$ cat src/rtl/des_feistel_round_ctrl.sv
// Iterative DES Feistel round controller.
// Holds the L/R halves of one block and applies one round per accepted f(R,K)
// from the external f-path: newL = R, newR = L ^ f. After NUM_ROUNDS rounds it
// presents the pre-output block R||L (no final swap) for the final permutation.
//
// Bit numbering: DES bit 1 (the leftmost, most significant bit) maps to the MSB
// of each vector, so block_in[63:32] is L0 and block_in[31:0] is R0. The same
// holds for block_out ([63:32] = R16, [31:0] = L16), f_in and r_out.
module des_feistel_round_ctrl #(
    parameter int NUM_ROUNDS = 16,
    parameter int CNT_W      = 4
) (
    input  logic             clk,
    input  logic             rst,
    input  logic             start,
    input  logic [63:0]      block_in,
    input  logic             f_valid,
    input  logic [31:0]      f_in,
    output logic [31:0]      r_out,
    output logic [CNT_W-1:0] round_idx,
    output logic             busy,
    output logic             done,
    output logic [63:0]      block_out
);

    typedef enum logic [1:0] {
        ST_IDLE,
        ST_RUN,
        ST_DONE
    } state_e;

    localparam logic [CNT_W-1:0] LAST_ROUND = CNT_W'(NUM_ROUNDS - 1);

    state_e           state_q;
    logic [31:0]      l_q;
    logic [31:0]      r_q;
    logic [CNT_W-1:0] round_q;
    logic             busy_q;
    logic             done_q;
    logic [63:0]      block_out_q;

    // Next-state values for the round datapath, used only when a round is accepted.
    logic [31:0]      r_d;
    logic [CNT_W-1:0] round_d;

    // Feistel mix and round counter increment for the round being accepted.
    always_comb begin
        r_d     = l_q ^ f_in;
        round_d = round_q + CNT_W'(1);
    end

    // Controller FSM: load, iterate rounds on f_valid, pulse done, return to idle.
    // Every output is a register updated here so downstream timing starts at a flop.
    always_ff @(posedge clk or posedge rst) begin
        if (rst) begin
            state_q     <= ST_IDLE;
            l_q         <= '0;
            r_q         <= '0;
            round_q     <= '0;
            busy_q      <= 1'b0;
            done_q      <= 1'b0;
            block_out_q <= '0;
        end else begin
            // NOTE: non-blocking assignments make every update here see the
            // pre-edge values, so the L<=R / R<=L^f swap needs no temporary.
            done_q <= 1'b0;
            case (state_q)
                ST_IDLE: begin
                    // f_valid is meaningless without a loaded block.
                    if (start) begin
                        l_q     <= block_in[63:32];
                        r_q     <= block_in[31:0];
                        round_q <= '0;
                        busy_q  <= 1'b1;
                        state_q <= ST_RUN;
                    end
                end
                ST_RUN: begin
                    // start is ignored here; only rst can abort a block.
                    if (f_valid) begin
                        l_q <= r_q;
                        r_q <= r_d;
                        if (round_q == LAST_ROUND) begin
                            // Pre-output is R16||L16 with no final swap.
                            block_out_q <= {r_d, r_q};
                            round_q     <= '0;
                            done_q      <= 1'b1;
                            state_q     <= ST_DONE;
                        end else begin
                            round_q <= round_d;
                        end
                    end
                end
                ST_DONE: begin
                    // start arriving alongside done is dropped; the next block
                    // can begin one cycle later.
                    busy_q  <= 1'b0;
                    state_q <= ST_IDLE;
                end
                default: begin
                    busy_q  <= 1'b0;
                    state_q <= ST_IDLE;
                end
            endcase
        end
    end

    assign r_out     = r_q;
    assign round_idx = round_q;
    assign busy      = busy_q;
    assign done      = done_q;
    assign block_out = block_out_q;

endmodule

$ cat config.mk
export PLATFORM = sky130hd
export DESIGN_NAME = des_feistel_round_ctrl
export DESIGN_NICKNAME = d
export VERILOG_FILES = /design/src/rtl/des_feistel_round_ctrl.sv
export SDC_FILE = /design/constraint.sdc
export NUM_CORES = 1
export LEC_CHECK = 0
export CORE_MARGIN = 3
export CORE_UTILIZATION = 51
export CTS_BUF_LIST = sky130_fd_sc_hd__clkbuf_16
export DETAILED_ROUTE_END_ITERATION = 16
export PLACE_DENSITY = 0.95
export RECOVER_POWER = 25
export SYNTH_ARGS = -nofsm -noshare
export SYNTH_HDL_FRONTEND = slang
export SYNTH_SLANG_ARGS = --single-unit
$ cat constraint.sdc
create_clock -name clk -period 6.5 [get_ports clk]
set_clock_uncertainty 0.05 [all_clocks]
set_input_delay 0.65 -clock clk [delete_from_list [all_inputs] [get_ports clk]]
set_output_delay 0.65 -clock clk [all_outputs]
set_load 0.01 [all_outputs]
Yosys cells after proc, flatten, opt, wreduce, memory -nomap -nowiden
Index checks and enable logic that the tools add are counted.
Storage, ports and cells
  output and inout port bits: 102
  logic and storage cells: 40
  input port bits: 100
  register bits after elaboration: 136
Cells by class
  add/subtract/negate cells: 1
  mux-type cells: 19
  bitwise operators: 2
  eq/ne operators: 5
  reductions and logical operators: 6
Operators by type and width (number)
  32-bit two-way mux: 4
  32-bit case mux with 2 select lines: 2
  32-bit XOR: 1
  4-bit two-way mux: 3
  3-bit AND reduction: 3
  4-bit case mux with 2 select lines: 1
  2-bit two-way mux: 3
  2-bit != test, second input constant: 3
  4-bit by 1-bit adder with 4-bit output, second input constant: 1
  4-bit == test, second input constant: 1
  1-bit two-way mux: 4
  2-bit case mux with 2 select lines: 1
  2-bit by 1-bit == test with 1-bit output, second input constant: 1
  2-bit zero test: 1
  1-bit case mux with 2 select lines: 1
  2-bit AND reduction: 1
  2-bit nonzero test: 1
  1-bit inverter: 1

Longest topological paths before layout
  depth in word-level cells: 4
  gate-level depth with buffers: 6
  gate-level depth less buffers: 5

Least setup slack after synthesis
No wires, ideal clock.
  path kind: input to register
  start: input f_valid
  end: register l_q[0]
  buffers on the path: 2
  required time: 6.325 ns
  setup time: 0.125 ns
  data arrival time: 1.613 ns
  setup slack: 4.712 ns
  cell stages on the path: 5
  path through: mux2i_1 > nor2_1 > buf_6 > buf_6 > mux2_4
Between the ends
  longest elaborated chain between the ends: 2
RTL lines
  start, declared: line 17  | input logic f_valid,
  2-bit != test (no line)
  3-bit AND reduction (no line)
  end signal, assigned: line 71  | l_q <= block_in[63:32];
  end signal, assigned: line 81  | l_q <= r_q;
  end, declared: line 35  | logic [31:0] l_q;
Every way passes these cells.
A chain may end at the register's enable or synchronous reset.

==> flow_summary.json <==
{
  "most-common-layout-cells": "clkdlybuf4s50_1, dfrtp_1, mux2_2",
  "track_usage_pct": 23.1,
  "status": "finished, violations left",
  "worstHoldPathCells": 1,
  "ctsHoldBuffers": 0,
  "hold_viol": 0,
  "worstRegToRegCells": 5,
  "violations": "capacitance limit, slew limit",
  "grt_pass1_wl_um": 25600,
  "path_clk_slew_ns": 0.05,
  "pre_cts_slack_ns": 2.77,
  "max_slew_margin_pct": -89.3,
  "async_flop_share_pct": 100,
  "grt_pass1_vias": 4748,
  "n_antenna_cell": 0,
  "finalPower_mw": 4.53,
  "cts_tree": "built",
  "ir_drop_v": 0.000369,
  "yosysSeqAreaShare_pct": 52.6,
  "cts.sinks": 136,
  "p_per_area_nw_per_um2": 501,
  "ant_nets": 0,
  "setup_viol": 0,
  "io_buffer_count": 201,
  "drt_pass1_iterations": 4,
  "cts-root-buf": "clkbuf_16",
  "ys_types": 30,
  "drv_slew": 66,
  "dp_cells": 764,
  "hpwl_um": 10900,
  "fin_crit_sh_pct": 53.0,
  "cts_made_buffers": 17,
  "nNetsFinal": 716,
  "synth-seq-cells": 136,
  "startpoint_type": "input pin",
  "synth_top_area_share_pct": 52.6,
  "die_w_um": 119,
  "yosysWarnings": 0,
  "wire_per_inst_um": 20.0,
  "syn-instance-count": 414,
  "ios": 202,
  "worstPathRequired_ns": 6.86,
  "layout_min_cycle_time_ns": 3.44,
  "p_leak_nw": 4.11,
  "grtUsageMet3_pct": 7.51,
  "fin_tns_setup_ns": 0,
  "core-area_um2": 12200,
  "die_area_um2": 14100,
  "met1_usage_pct": 26.9,
  "crit_fanout": 72,
  "tightest_slew_ns": 2.82,
  "grt_max_degree": 73,
  "netlist_area_um2": 6470,
  "grtUsageMet2_pct": 40.0,
  "grt-busiest-layer": "met2",
  "whs_ns": 0.454,
  "critPathKind": "input pin to asynchronous set/reset pin",
  "fin_cells": 793,
  "clk_latency_ns": 0.41,
  "synth_top_cell_by_area": "dfrtp_1",
  "drtIter0Drc": 187,
  "antenna_found_initial": 0,
  "postLayoutCoreUtil_pct": 74.0,
  "layout-drive-gt1-share_pct": 34.9,
  "synth_area_leaders": "dfrtp_1, mux2_2, mux2_4, xor2_1, buf_6",
  "drc": 0,
  "start_util_pct": 53.0,
  "crit_arrival_ns": 3.81,
  "hp-class": "flip-flop to flip-flop",
  "synth_nets": 515,
  "cts-htree-levels": 4,
  "synthToLayoutAreaGrowth_pct": 39.8,
  "final_area_um2": 9040,
  "fp.dieH_um": 119,
  "cts-resized-gates": 0,
  "dr_total_vias": 4186,
  "fmax_mhz": 290,
  "place.gp.congestion": 0.820,
  "cts_setup_buffers": 0,
  "fin_ws_ns": 3.06,
  "synthFlopType": "dfrtp_1",
  "drt_wl_total_um": 15900,
  "synth_edf_count": 0,
  "grt.overflow.total": 0,
  "layout_commonest_cell": "clkdlybuf4s50_1",
  "postPlaceCellArea_um2": 8540,
  "rsz0062_at_grt": "false",
  "maxCapViolations": 1,
  "avgSynthCellArea_um2": 15.6,
  "rows": 40,
  "via_per_inst": 5.28,
  "clock_path_buffers": 2,
  "end_kind": "asynchronous set/reset pin"
}
[cell families after synthesis]
kind of cell	share of synthesized area, %
buffers and inverters	3.00
xor gates and xnor gates	4.33
and+or+nand+nor	1.55
adders and majority gates	0.193
muxes	37.4
DFF	52.6
AOI/OAI and AO/OA	0.967
[critical path, stage by stage]
cell	delay, ns
dlygate4sd3_1	0.55
clkinvlp_2	1.60
buf_4	0.92
[synth_stat cells (all sizes together), types with 2 or more instances]
| master | n |
|---|---|
| o21ai | 5 |
| dfrtp | 136 |
| xor2 | 32 |
| nand3 | 3 |
| nor2 | 3 |
| inv | 4 |
| buf | 21 |
| nand2 | 2 |
| mux2 | 192 |
| nor2b | 3 |
[sequential cells by signal, summed over array words and instances, names as in the netlist]
name	count
state_q	2
done	1
l_q	32
round_idx	4
block_out	64
r_out	32
busy	1
[power breakdown]
part | internal [mW] | total, mW | leakage (nW) | switching [mW]
sequential | 1.26 | 1.58 | 1.66 | 0.327
combinational | 1.37 | 2.11 | 2.20 | 0.744
clock | 0.503 | 0.830 | 0.254 | 0.327
total | 3.13 | 4.53 | 4.11 | 1.40
[metal layers]
| metal | up-vias | wire length, um |
|---|---|---|
| li1 | 1864 | - |
| met1 | 2138 | 6260 |
| met2 | 156 | 8230 |
| met3 | 28 | 1050 |
| met4 | 0 | 314 |
| met5 | - | 0 |
[final timing paths]
check / startpoint / end / slack, ns
setup / recovery: rst / block_out[15] / 3.06
hold / removal: block_out[29] / block_out[29] / 0.45
setup reg to reg: round_idx[0] / block_out[54] / 3.21
hold reg to reg: block_out[29] / block_out[29] / 0.45
max in group clk: f_valid / l_q[21] / 3.20
min in group asynchronous: rst / r_out[7] / 1.44
[cell type report]
class / count / area (um2)
tap: 168 / 210
sequential: 136 / 3400
clock buffer: 17 / 425
clock inverter: 12 / 72.6
timing repair buffer: 204 / 2030
fill: 798 / 3170
multi-input combinational: 252 / 2880
inverter: 4 / 16.3
No activity file was read; power rests on OpenSTA's default activity.
